## src/rtl/spi_master_ctrl.sv

```systemverilog
// Memory-mapped SPI master, mode 0, MSB first, 1..32-bit transfers, with busy/done/irq status.
// Define SPI_RX_EN to build the MISO receive path; otherwise DATA reads return zero.
module spi_master_ctrl #(
  parameter int unsigned      CNT_W   = 8,
  parameter logic [CNT_W-1:0] DIV_RST = 8'd4
) (
  input  logic        clk,
  input  logic        rst,
  input  logic        sel,
  input  logic        mem_write,
  input  logic [1:0]  addr,
  input  logic [31:0] write_data,
  output logic [31:0] read_data,
  output logic        spi_clk,
  output logic        spi_mosi,
  output logic        spi_cs_n,
  input  logic        spi_miso,
  output logic        busy,
  output logic        irq
);

  typedef enum logic [2:0] {IDLE, START, SCK_HI, SCK_LO, FINISH} state_t;

  localparam logic [CNT_W-1:0] CNT_ONE = 1;

  state_t           state, state_nxt;
  logic [CNT_W-1:0] div_r, xfer_div, cont;
  logic [4:0]       len_r;
  logic             ie_r, done_r, ovr_r;
  logic [31:0]      tx_shift, rx_data;
  logic [5:0]       bit_count, n_bits;
  logic             wr_en, data_wr, status_wr, ctrl_wr;
  logic             start_xfer, phase_end, set_done;

  assign wr_en      = sel & mem_write;
  assign data_wr    = wr_en & (addr == 2'd0);
  assign status_wr  = wr_en & (addr == 2'd1);
  assign ctrl_wr    = wr_en & (addr == 2'd2);
  assign busy       = (state != IDLE);
  assign start_xfer = data_wr & ~busy;
  assign phase_end  = (cont == xfer_div);
  assign set_done   = (state == FINISH) & phase_end;
  assign n_bits     = (len_r == 5'd0) ? 6'd32 : {1'b0, len_r};
  assign spi_mosi   = busy & tx_shift[31];
  assign irq        = done_r & ie_r;

  // NOTE: sequential state uses non-blocking (<=) so every register samples pre-edge values.
  always_ff @(posedge clk) begin
    if (rst) state <= IDLE;
    else     state <= state_nxt;
  end

  // NOTE: every output of a combinational block gets a default first, so no latch is inferred.
  always_comb begin
    state_nxt = state;
    spi_cs_n  = 1'b0;
    spi_clk   = 1'b0;
    case (state)
      IDLE: begin
        spi_cs_n = 1'b1;
        if (start_xfer) state_nxt = START;
      end
      START:  if (phase_end) state_nxt = SCK_HI;
      SCK_HI: begin
        spi_clk = 1'b1;
        if (phase_end) state_nxt = (bit_count == 6'd1) ? FINISH : SCK_LO;
      end
      SCK_LO: if (phase_end) state_nxt = SCK_HI;
      FINISH: if (phase_end) state_nxt = IDLE;
      default: begin
        spi_cs_n  = 1'b1;
        state_nxt = IDLE;
      end
    endcase
  end

  // Divider, shifter and bit counter; the divider is frozen for the whole transfer.
  always_ff @(posedge clk) begin
    if (rst) begin
      cont      <= '0;
      xfer_div  <= '0;
      tx_shift  <= '0;
      bit_count <= '0;
    end else begin
      if (state == IDLE || phase_end) cont <= '0;
      else                            cont <= cont + CNT_ONE;
      if (start_xfer) begin
        xfer_div  <= div_r;
        tx_shift  <= write_data << (6'd32 - n_bits);
        bit_count <= n_bits;
      end else if (state == SCK_HI && phase_end) begin
        bit_count <= bit_count - 6'd1;
        if (state_nxt == SCK_LO) tx_shift <= {tx_shift[30:0], 1'b0};
      end
    end
  end

  // Config and sticky status; a done/ovr set beats a clear in the same cycle.
  always_ff @(posedge clk) begin
    if (rst) begin
      div_r  <= DIV_RST;
      len_r  <= 5'd8;
      ie_r   <= 1'b0;
      done_r <= 1'b0;
      ovr_r  <= 1'b0;
    end else begin
      if (ctrl_wr && !busy) begin
        div_r <= write_data[CNT_W-1:0];
        len_r <= write_data[12:8];
        ie_r  <= write_data[16];
      end
      if (set_done)                          done_r <= 1'b1;
      else if (status_wr && write_data[1])   done_r <= 1'b0;
      if (data_wr && busy)                   ovr_r  <= 1'b1;
      else if (status_wr && write_data[2])   ovr_r  <= 1'b0;
    end
  end

`ifdef SPI_RX_EN
  logic [31:0] rx_shift;

  // MISO is captured on the edge that enters SCK_HI; the result is published at FINISH exit.
  always_ff @(posedge clk) begin
    if (rst) begin
      rx_shift <= '0;
      rx_data  <= '0;
    end else begin
      if (start_xfer)
        rx_shift <= '0;
      else if (state_nxt == SCK_HI && state != SCK_HI)
        rx_shift <= {rx_shift[30:0], spi_miso};
      if (set_done) rx_data <= rx_shift;
    end
  end
`else
  logic miso_unused;
  assign miso_unused = spi_miso;
  assign rx_data     = '0;
`endif

  always_comb begin
    read_data = '0;
    if (sel) begin
      case (addr)
        2'd0: read_data = rx_data;
        2'd1: read_data = {29'd0, ovr_r, done_r, busy};
        2'd2: begin
          read_data[CNT_W-1:0] = div_r;
          read_data[12:8]      = len_r;
          read_data[16]        = ie_r;
        end
        default: read_data = '0;
      endcase
    end
  end

endmodule

```

## config.mk

```make
export PLATFORM = sky130hd
export DESIGN_NAME = spi_master_ctrl
export DESIGN_NICKNAME = d
export VERILOG_FILES = /design/src/rtl/spi_master_ctrl.sv
export SDC_FILE = /design/constraint.sdc
export NUM_CORES = 1
export LEC_CHECK = 0
export ABC_AREA = 1
export BUFFER_PORTS_ARGS = -buffer_cell sky130_fd_sc_hd__buf_2
export CAP_MARGIN = 20
export CORE_MARGIN = 2
export CORE_UTILIZATION = 45
export CTS_BUF_LIST = sky130_fd_sc_hd__clkbuf_8 sky130_fd_sc_hd__clkbuf_16
export DETAILED_ROUTE_END_ITERATION = 12
export PLACE_DENSITY = 0.65
export SLEW_MARGIN = 20
export SYNTH_ARGS = -nofsm -noshare
export SYNTH_HDL_FRONTEND = slang
export SYNTH_SLANG_ARGS = --single-unit
export TNS_END_PERCENT = 30
```

## constraint.sdc

```tcl
create_clock -name clk -period 3.14 [get_ports clk]
set_input_delay 0.628 -clock clk [delete_from_list [all_inputs] [get_ports clk]]
set_output_delay 0.628 -clock clk [all_outputs]
set_load 0.03 [all_outputs]
```

; After elaboration in Yosys (flattened, before gate mapping)
; Cells that the tools add are included.
[totals]
regBits = 73
inputBits = 39
output_inout_bits = 37
word_cells = 72
[op_classes]
addsub = 3
eq_ne = 9
shift = 1
muxes = 21
n_bitwise = 9
n_reduce_logical = 19
[op_table]
columns = cell, count
row1 = 2-to-1 mux 32 bit, 3
row2 = << shifter 32 x 6 -> 32 bit, 1
row3 = one-hot mux 13 bit (2 select lines), 1
row4 = 2-to-1 mux 6 bit, 3
row5 = 2-to-1 mux 17 bit, 1
row6 = 2-to-1 mux 3 bit, 5
row7 = one-hot mux 3 bit (4 select lines), 1
row8 = "== test 3 x 2 -> 1 bit, second input constant", 3
row9 = "adder 8 x 1 -> 8 bit, second input constant", 1
row10 = bitwise AND 1 bit, 8
row11 = == test 8 bit, 1
row12 = nonzero test 2 bit, 4
row13 = 2-to-1 mux 1 bit, 7
row14 = "== test 6 x 1 -> 1 bit, second input constant", 1
row15 = "subtractor 6 x 1 -> 6 bit, second input constant", 1
row16 = "subtractor 6 bit, first input constant", 1
row17 = logical AND 1 bit, 5
row18 = zero test 5 bit, 1
row19 = OR reduction 2 bit, 2
row20 = OR reduction 4 bit, 1
row21 = "== test 3 x 1 -> 1 bit, second input constant", 1
row22 = "== test 3 bit, second input constant", 1
row23 = zero test 3 bit, 1
row24 = nonzero test 3 bit, 1
row25 = 7 further kinds, 7

; Logic depth before layout (Yosys ltp)
; Gate-level depths: netlist (run 1).
[depth]
ltp_word = 9
depth_mapped = 20
mapped_depth_nobuf = 17

; Least setup slack after synthesis (run 1)
; OpenSTA, ideal clock, no wires.
[synth_timing]
path_kind = reg2reg
startpoint = register len_r[0]
endpoint = register tx_shift[27]
setup_time_ns = 0.109
arrival_time_ns = 2.396
required_ns = 3.031
setup_slack_ns = 0.635
stages_incl_launch_ff = 17
path_buffers = 4
synth_period_minus_slack_ns = 2.505
path_cell_list = dfxtp_1 clkbuf_1 buf_1 inv_1 ha_1 buf_2 clkinv_1 clkbuf_1 nand3_1 nand2_1 nand2_1 nand2_1 nand2_1 nand3_1 nand3_1 nand2_1 inv_1
[synth_between]
elab_chain_len = 5
[synth_rtl]
columns = element, line_no
row1 = "start, declared", 28  ; logic [4:0] len_r;
row2 = "start signal, assigned", 109  ; len_r <= write_data[12:8];
row3 = zero test 5 bit, 43  ; assign n_bits = (len_r == 5'd0) ? 6'd32 : {1'b0, len_r};
row4 = 2-to-1 mux 6 bit *, 43
row5 = subtractor 6 bit *, 89  ; tx_shift <= write_data << (6'd32 - n_bits);
row6 = << shifter 32 x 6 -> 32 bit *, 89
row7 = 2-to-1 mux 32 bit *, 87  ; if (start_xfer) begin
row8 = "end signal, assigned", 89
row9 = "end signal, assigned", 93  ; if (state_nxt == SCK_LO) tx_shift <= {tx_shift[30:0], 1'b0};
row10 = "end, declared", 30  ; logic [31:0] tx_shift, rx_data;
; Every way passes the cells marked *; elsewhere a longest branch is shown, timed or not.
; A chain may end at the register's enable or synchronous reset.

; Worst setup path in the final report (run 1)
[layout_timing]
startpoint = register xfer_div[6]
endpoint = register tx_shift[2]
[layout_between]
elab_chain_len = 6
word_cells_on_any_way = 10
classes_between = 2 x eq/ne / 4 x mux / 4 x reduce/logical
[layout_rtl]
columns = element, line_no
row1 = "start, declared", 27  ; logic [CNT_W-1:0] div_r, xfer_div, cont;
row2 = "start signal, assigned", 88  ; xfer_div <= div_r;
row3 = == test 8 bit *, 41  ; assign phase_end = (cont == xfer_div);
row4 = 2-to-1 mux 3 bit (on tied branches), n/a
row5 = one-hot mux 3 bit (4 select lines), 58  ; case (state)
row6 = == test 3 x 2 -> 1 bit, 93
row7 = nonzero test 2 bit (no line), n/a
row8 = AND reduction 2 bit (no line) *, n/a
; Marks and branches as above.

==> flow_summary_export.csv, run 1 <==
group,metric,value,unit
routing,dr_total_vias,5884,
die,die_h,114,um
routing,wl_met2,7.59,mm
placed_design,dp_hpwl,11.4,mm
finish,stdcell_count,1082,
worst_setup_path,crit_type,"flop to flop",
clocking,post-cts-setup-buffer-count,0,
routing,drcViolationCount,0,
synth,ys.warnings.count,0,
synth,ys_seq_elements,73,
clocking,cts_buffers,9,
die,core.rowCount,40,
placed_design,port_buffers,56,
placed_design,post-place-ws,0.766,ns
finish,design_area,0.00598,mm2
clocking,root_buffer,"clkbuf_16",
sta,slew_headroom,0.553,
synth,netlist_instances,906,
worst_setup_path,required,3.40,ns
sta,drv_slew,0,
sta,hold_viol,0,
placed_design,postPlaceCellArea,0.00568,mm2
routing,dr.pass1.iters,5,
finish,drive_above_1_share,0.116,
worst_setup_path,reg2reg_from,"xfer_div[6]$_SDFFE_PP0P_",
finish,diodes,0,
routing,drt-met1-wl,6.92,mm
sta,finalSetupTns,0,ns
pwr,clkPwrFrac,0.393,
sta,worstMarginPinSlew,0.668,ns
synth,synth_area_leaders,"dfxtp_1, nand3_1, nand2_1",
pwr,pwr-share-seq,0.368,
grt,grt_max_degree,47,
sta,fin_ws,0.772,ns
sta,period_share,0.754,
routing,detail-route-antenna-nets,0,
die,core,0.0119,mm2
synth,postSynthAreaPerCell,6.01,um2
min_path,hold_start,"ovr_r$_SDFFE_PP0P_",
sta,whs,0.469,ns
clocking,hold_buffers,0,
finish,syn2layout_area_growth,9.86,%
die,dieArea,0.0130,mm2
grt,antenna_found_initial,0,
sta,final.min_clock_period,2.37,ns
clocking,tritoncts,"yes",
synth,yosysTopAreaCellShare,0.268,
pwr,total_power,2.69,mW
worst_setup_path,worst-path-max-fanout,32,
die,initial_core_util,0.457,
pwr,swShare,0.325,
run_status,run_status,"finished clean",
worst_setup_path,r2r_slack,0.77,ns
routing,avgViaCountPerCell,5.44,
synth,syn-cell-area,0.00545,mm2
die,die_x,114,um
worst_setup_path,end_kind,"flop",
die,io_pins,76,
routing,routed_wl,15.6,mm
routing,wl_per_cell,14.5,um
clocking,post_cts_resized,0,
synth,yosys.cell_types.count,37,
placed_design,finalWeightedCongestion,0.921,
grt,grt_pass1_vias,5367,
grt,grt_pass1_wl,25.7,mm
pwr,vdd_drop_max,0.000233,V
clocking,clock_latency,0.33,ns
sta,clock.fmax,422,MHz
synth,synth_largest_area_cell,"dfxtp_1",
min_path,hold_path_class,"flop to flop",
sta,rsz0062_at_grt,"no",
clocking,clock-sinks,73,
clocking,clockBufferDepth,2,
min_path,worstHoldEndpoint,"ovr_r$_SDFFE_PP0P_",
clocking,cts_max_level,3,
pwr,power.internal,1.82,mW
pwr,p_leak,2.85,nW
routing,drtIter0Drc,400,
clocking,clkTransAtPathRegs,0.06,ns
placed_design,place_inst,1067,
finish,nNetsFinal,978,
synth,yosysSeqAreaShare,0.268,
sta,setup-violations-final,0,
job,maxCapViolCount,0,
finish,fill_cells,1320,
finish,final_core_util,0.502,
sta,fin_skew,0.00498,ns
min_path,min_path_cells,2,
pwr,pwr-share-comb,0.239,
worst_setup_path,r2r_end,"tx_shift[2]$_SDFFE_PP0P_",
worst_setup_path,rr_worst_depth,10,
grt,grt_usage,0.246,
pwr,p_per_area,450,mW/mm2
grt,grt_overflow,0,
worst_setup_path,arrival,2.63,ns
worst_setup_path,startpoint_type,"flop",
pwr,p_sw,0.873,mW
routing,top_layer,"met4",
routing,wl_met3,635,um
==> kinds of logic after synthesis <==
kind of cell    after synthesis  synth area share
simple gates                519             0.427
buf+inv                     147             0.125
compound gates              143             0.134
flops                        73             0.268
xor+xnor                     15            0.0269
fa+ha+maj                     8            0.0184
other cells                   1          0.000689
==> metal layers <==
metal,up-vias,track usage
li1,3030,-
met1,2670,0.305
met2,151,0.429
met3,33,0.0324
met4,0,0.100
met5,-,0
==> sequential cells by signal (all words and copies together), names as in the netlist <==
name       flops
bit_count      6
cont           8
div_r          8
done_r         1
ie_r           1
len_r          5
ovr_r          1
state          3
tx_shift      32
xfer_div       8
==> layout by cell type (no fill, tap or decap), types with 5 or more instances in the layout <==
cell       count
nand3_1      235
nand2_1      194
o21ai_0       85
dfxtp_1       73
inv_1         66
nor2_1        62
buf_2         56
a21oi_1       48
conb_1        18
buf_4         13
xnor2_1       10
clkbuf_16      9
inv_2          8
ha_1           8
nor3_1         6
nand2_2        5
==> critical path: stages (launching register included) <==
cell and delay [ns]:
dfxtp_1 0.40, xnor2_1 0.14, nand2_1 0.07, nor2_1 0.10, nand2_1 0.17, nor2_4 0.21
nand2_1 0.43, nand2_1 0.17, buf_4 0.31, o21ai_0 0.12, a21oi_1 0.17
==> how the worst max path moves through the flow <==
stage / start / endpoint / cells past startpoint
global route: cont[2]$_SDFF_PP0_ / tx_shift[3]$_SDFFE_PP0P_ / 10
finish: xfer_div[6]$_SDFFE_PP0P_ / tx_shift[2]$_SDFFE_PP0P_ / 10
global placement: sel / tx_shift[24]$_SDFFE_PP0P_ / 15
detailed placement: sel / tx_shift[24]$_SDFFE_PP0P_ / 15
floorplan: len_r[0]$_SDFFE_PP0P_ / tx_shift[27]$_SDFFE_PP0P_ / 16
CTS: cont[4]$_SDFF_PP0_ / tx_shift[2]$_SDFFE_PP0P_ / 10
==> area by class of cell <==
class	count	area, um2	share of cell area
inverters	75	282	0.0471
well taps	147	184	0.0307
repair buffers	69	378	0.0632
multi-input cells	703	3370	0.564
clock buffers	11	253	0.0422
flip-flops and latches	73	1460	0.244
clock inverters	4	51.3	0.00857
==> Yosys cell counts, drive strengths merged <==
cell    instances
a21oi          48
a22oi           2
a31oi           2
buf            43
clkbuf         29
clkinv          1
conb            1
dfxtp          73
ha              8
inv            74
nand2         200
nand3         236
nand3b          4
nand4           4
nor2           64
nor3            7
nor3b           1
o21ai          89
o22ai           1
o311ai          1
or2             3
xnor2          11
xor2            4
==> power groups by stage <==
stage | Clock [mW] | Combinational (mW) | Sequential (mW)
4_1_cts | 1.07 | 0.639 | 0.990
3_5_place_dp | 0 | 0.636 | 1.01
5_1_grt | 1.11 | 0.724 | 0.994
6_report | 1.06 | 0.642 | 0.991
3_3_place_gp | 0 | 0.633 | 1.01
2_1_floorplan | 0 | 0.513 | 1.00
(Power assumes the default switching activity.)
==> run 2, diff against run 1 <==
==> constraint.sdc (replaced) <==
create_clock -name clk -period 2.2 [get_ports clk]
set_input_delay 0.44 -clock clk [delete_from_list [all_inputs] [get_ports clk]]
set_output_delay 0.44 -clock clk [all_outputs]
set_load 0.03 [all_outputs]
==> run 2 against run 1 <==
Worst setup slack worse by 0.63 ns; wire length is 3.4% higher; die area stayed put; hold slack worse by 0.076 ns; non-clock buffer count is 20 higher; global-route usage is 0.27 points higher; clock skew is 0.0023 ns higher; final cell count is 1.9% higher; clock power is 29% higher; sequential share of layout area is 1.1 points lower; via count is 1.4% higher; sequential cell count stayed put; critical path type unchanged.
==> flow_summary_export.csv, run 2 (same netlist as run 1, synthesis figures left out) <==
group,metric,value,unit
run_status,run_status,"finished clean",
clocking,clockBufferDepth,2,
placed_design,place_inst,1083,
clocking,cts_buffers,9,
min_path,hold_path_class,"input port to flop",
sta,drv_slew,0,
finish,drive_above_1_share,0.149,
finish,nNetsFinal,998,
sta,hold_viol,0,
routing,avgViaCountPerCell,5.41,
worst_setup_path,r2r_slack,0.15,ns
grt,grt_usage,0.248,
clocking,clock-sinks,73,
min_path,min_path_cells,3,
finish,layout_common_cells,"nand3_1, nand2_1, o21ai_0",
sta,rsz0062_at_grt,"no",
routing,routed_wl,16.2,mm
finish,layout_commonest_cell,"nand3_1",
die,die_h,114,um
finish,stdcell_count,1103,
pwr,total_power,3.79,mW
placed_design,finalWeightedCongestion,0.908,
worst_setup_path,crit_type,"flop to flop",
worst_setup_path,startpoint_type,"flop",
routing,wl_per_cell,14.7,um
die,dieArea,0.0130,mm2
worst_setup_path,end_kind,"flop",
sta,clock.fmax,487,MHz
sta,finalSetupTns,0,ns
routing,drcViolationCount,0,
clocking,hold_buffers,0,
sta,fin_skew,0.00731,ns
worst_setup_path,r2r_end,"tx_shift[31]$_SDFFE_PP0P_",
placed_design,port_buffers,56,
finish,largest_reg_flops,32,
grt,grt_max_degree,51,
routing,dr.pass1.iters,5,
grt,grt_pass1_wl,25.8,mm
sta,setup-violations-final,0,
finish,diodes,0,
grt,grt_pass1_vias,5260,
worst_setup_path,worst-path-max-fanout,19,
clocking,cts_max_level,3,
grt,antenna_found_initial,0,
die,die_x,114,um
finish,final_core_util,0.526,
clocking,clkTransAtPathRegs,0.06,ns
finish,syn2layout_area_growth,15.1,%
die,core.rowCount,40,
sta,period_share,0.934,
worst_setup_path,arrival,2.29,ns
pwr,p_leak,3.00,nW
placed_design,post-place-ws,0.0885,ns
sta,fin_ws,0.145,ns
worst_setup_path,required,2.44,ns
sta,final.min_clock_period,2.05,ns
worst_setup_path,rr_worst_depth,16,
clocking,clock_latency,0.34,ns
job,maxCapViolCount,0,
pwr,vdd_drop_max,0.000328,V
min_path,hold_start,"write_data[5]",
grt,grt_overflow,0,
routing,drtIter0Drc,540,
die,initial_core_util,0.457,
clocking,root_buffer,"clkbuf_16",
worst_setup_path,reg2reg_from,"len_r[1]$_SDFFE_PP0P_",
placed_design,dp_hpwl,11.7,mm
min_path,worstHoldEndpoint,"div_r[5]$_SDFFE_PP0P_",
die,core,0.0119,mm2
clocking,tritoncts,"yes",
finish,largest-register,"tx_shift",
routing,detail-route-antenna-nets,0,
die,io_pins,76,
routing,dr_total_vias,5967,
pwr,p_per_area,605,mW/mm2
[run 2: cell count changes in the layout (fill, tap and decap cells not counted), sizes merged]
cell,before,now
buf,69,88
bufinv,1,0
clkbuf,11,10
clkinv,2,4
clkinvlp,1,2
inv,75,76
[run 2: worst max-delay path by stage]
stage                                           end  slack (ns)  cells after the start             startpoint
after floorplan           tx_shift[30]$_SDFFE_PP0P_        0.02                     18  len_r[0]$_SDFFE_PP0P_
after global placement    tx_shift[24]$_SDFFE_PP0P_        0.08                     15  len_r[0]$_SDFFE_PP0P_
after detailed placement  tx_shift[24]$_SDFFE_PP0P_        0.09                     15  len_r[0]$_SDFFE_PP0P_
after CTS                 tx_shift[19]$_SDFFE_PP0P_        0.06                     15  len_r[0]$_SDFFE_PP0P_
after global routing      tx_shift[31]$_SDFFE_PP0P_       0.005                     15  len_r[1]$_SDFFE_PP0P_
final                     tx_shift[31]$_SDFFE_PP0P_        0.15                     16  len_r[1]$_SDFFE_PP0P_
[run 2: critical path: stages (launching register included)]
cell       delay, ns
dfxtp_1         0.34
inv_2           0.06
ha_1            0.17
inv_1           0.06
nor2_2          0.05
nand2_4         0.11
nand2_4         0.10
buf_12          0.16
clkbuf_16       0.17
nand2_1         0.08
nand3_1         0.09
nand3_1         0.13
nand3_1         0.10
nand3_1         0.12
nand3_1         0.11
nand2_1         0.08
inv_1           0.03
[run 2: where the power goes]
group | total, mW | switching [mW] | internal (mW)
logic | 1.01 | 0.671 | 0.341
registers | 1.41 | 0.0326 | 1.38
clock network | 1.37 | 0.605 | 0.761
[run 2: layer usage]
metal  GRT usage  share of wire
met1       0.323           0.45
met2       0.427           0.49
met3      0.0372          0.047
met4      0.0715          0.018
met5           0              0
[run 2: layout make-up]
cell class / instances / area, um2
timing repair buffer: 89 / 633
multi-input combinational: 703 / 3440
tap: 147 / 184
clock buffer: 9 / 225
sequential: 73 / 1460
clock inverter: 7 / 46.3
inverter: 75 / 282
fill: 1222 / 5640
[run 2: timing repair]
action | 4_1_cts | 5_1_grt
gates resized for setup | 0 | 17
setup endpoints to repair | 0 | 29
setup buffers | 0 | 3
[run 2: per-stage QoR]
| step | hold WS (ns) | area, um2 |
|---|---|---|
| floorplan | 0.440 | 5520 |
| global placement | 0.453 | 5870 |
| detailed placement | 0.456 | 5870 |
| CTS | 0.383 | 6150 |
| global route | 0.411 | 6270 |
| finish | 0.392 | 6270 |
==> run 3, diff against run 2 <==
--- a/config.mk
+++ b/config.mk
@@ -8,6 +8,7 @@
 export ABC_AREA = 1
 export BUFFER_PORTS_ARGS = -buffer_cell sky130_fd_sc_hd__buf_2
 export CAP_MARGIN = 20
+export CORE_ASPECT_RATIO = 1.4
 export CORE_MARGIN = 2
 export CORE_UTILIZATION = 45
 export CTS_BUF_LIST = sky130_fd_sc_hd__clkbuf_8 sky130_fd_sc_hd__clkbuf_16
==> run 3 against run 2 <==
Sequential power about the same; first-iteration DRC count down 18%; non-clock buffer count decreased by 1; utilization up 0.90 points; global-route usage is 0.83 points higher; die area is essentially flat; maximum frequency down 0.24%; clock power is essentially flat; hold slack improved by 0.0016 ns; via count increased by 2.4%; power is 0.78% higher; largest power group unchanged.
==> flow_summary_export.csv, run 3 (same netlist as run 1, synthesis figures left out) <==
group,metric,value,unit
placed_design,finalWeightedCongestion,0.896,
clocking,clkTransAtPathRegs,0.06,ns
grt,grt_max_degree,46,
sta,drv_slew,0,
pwr,total_power,3.82,mW
clocking,clock_latency,0.34,ns
run_status,run_status,"finished clean",
die,io_pins,76,
pwr,p_leak,3.01,nW
worst_setup_path,required,1.76,ns
finish,seq_area,0.00146,mm2
finish,syn2layout_area_growth,16.2,%
routing,avgViaCountPerCell,5.54,
grt,grt_pass1_vias,5587,
sta,clock.fmax,485,MHz
finish,stdcell_count,1102,
worst_setup_path,max_stage_delay,0.28,ns
worst_setup_path,crit_type,"input port to output port",
finish,largest_reg_flops,32,
finish,drive_above_1_share,0.148,
clocking,tritoncts,"yes",
placed_design,dp_hpwl,12.0,mm
placed_design,post-place-ws,0.0723,ns
worst_setup_path,arrival,1.62,ns
worst_setup_path,startpoint_type,"input port",
routing,dr.pass1.iters,6,
finish,multiInputGateArea,0.00345,mm2
clocking,cts_buffers,9,
worst_setup_path,cp_cell_sequence,"buf_2, inv_1, ha_1, inv_1, nor3_1, buf_2",
worst_setup_path,critPathTopFamily,"buffers and inverters",
die,die_x,97.0,um
routing,detail-route-antenna-nets,0,
grt,grt_pass1_wl,27.1,mm
grt,grt_usage,0.257,
sta,finalSetupTns,0,ns
worst_setup_path,end_kind,"output port",
sta,setup-violations-final,0,
pwr,p_per_area,604,mW/mm2
pwr,vdd_drop_max,0.000334,V
worst_setup_path,r2r_slack,0.15,ns
die,die_h,134,um
routing,drcViolationCount,0,
finish,layout_common_cells,"nand3_1, nand2_1, o21ai_0",
finish,final_core_util,0.535,
die,initial_core_util,0.461,
routing,dr_total_vias,6110,
routing,routed_wl,17.0,mm
job,maxCapViolCount,0,
sta,fin_skew,0.00954,ns
worst_setup_path,cp_num_buf_inv,4,
sta,fin_ws,0.140,ns
die,core.rowCount,47,
sta,period_share,0.936,
clocking,cts_max_level,3,
finish,layout_commonest_cell,"nand3_1",
sta,rsz0062_at_grt,"no",
sta,hold_viol,0,
clocking,root_buffer,"clkbuf_16",
placed_design,place_inst,1078,
worst_setup_path,cp_slowest_cell,"nor3_1",
worst_setup_path,worst-path-max-fanout,12,
sta,final.min_clock_period,2.06,ns
grt,antenna_found_initial,0,
routing,drtIter0Drc,443,
clocking,clockBufferDepth,2,
die,core,0.0118,mm2
finish,diodes,0,
min_path,hold_path_class,"input port to flop",
grt,grt_overflow,0,
die,dieArea,0.0130,mm2
placed_design,port_buffers,56,
finish,largest-register,"tx_shift",
clocking,clock-sinks,73,
finish,nNetsFinal,997,
routing,wl_per_cell,15.4,um
finish,fill_cells,1295,
## run 3: cell count changes in the layout (fill, tap and decap cells not counted), moves of 2 or more
cell / previous run / this run
nand3_2: 8 / 4
buf_4: 25 / 22
clkbuf_16: 10 / 13
nand3_1: 228 / 231
nand2_2: 3 / 1
## run 3: layout make-up
type / instances / area share
clock buffers: 10 / 0.0378
clock inverters: 6 / 0.00554
inverters: 75 / 0.0455
multi-input cells: 703 / 0.546
flip-flops and latches: 73 / 0.231
well taps: 147 / 0.0291
repair buffers: 88 / 0.105
## run 3: worst reg2reg max path, delay by kind of cell, from the launching register on
| kind | cells | cell delay (ns) |
|---|---|---|
| compound gates | 1 | 0.16 |
| buf+inv | 2 | 0.43 |
| flops | 1 | 0.36 |
| simple gates | 5 | 0.69 |
| fa+ha+maj | 1 | 0.35 |
## run 3: path summary, 6_finish.rpt
path	startpoint	to	cells past startpoint
max	addr[0]	read_data[8]	6
min	write_data[4]	div_r[4]$_SDFFE_PP0P_	3
max reg2reg	len_r[1]$_SDFFE_PP0P_	tx_shift[9]$_SDFFE_PP0P_	9
min reg2reg	tx_shift[1]$_SDFFE_PP0P_	tx_shift[1]$_SDFFE_PP0P_	2
## run 3: per-layer routing
metal  vias up  wire, um  global-route usage
met5         -         0                   0
met4         0       850               0.147
met3        51       643              0.0313
met2       183      8640               0.457
met1      2802      6830               0.295
li1       3074         -                   -
## run 3: report_power, final
part / internal [mW] / switching (mW)
Clock: 0.785 / 0.575
Combinational: 0.358 / 0.690
Sequential: 1.38 / 0.0319
## run 3: per-stage QoR
step	hold WS (ns)	instance area (um2)
finish	0.394	6330
global route	0.394	6330
CTS	0.382	6100
detailed placement	0.456	5820
global placement	0.453	5820
floorplan	0.440	5520
## run 3: what timing repair did
item | CTS | global route
hold buffers | 0 | 0
buffers inserted | 0 | 4
resized for setup | 0 | 26
setup endpoints to repair | 0 | 32
hold endpoints to repair | 0 | 0
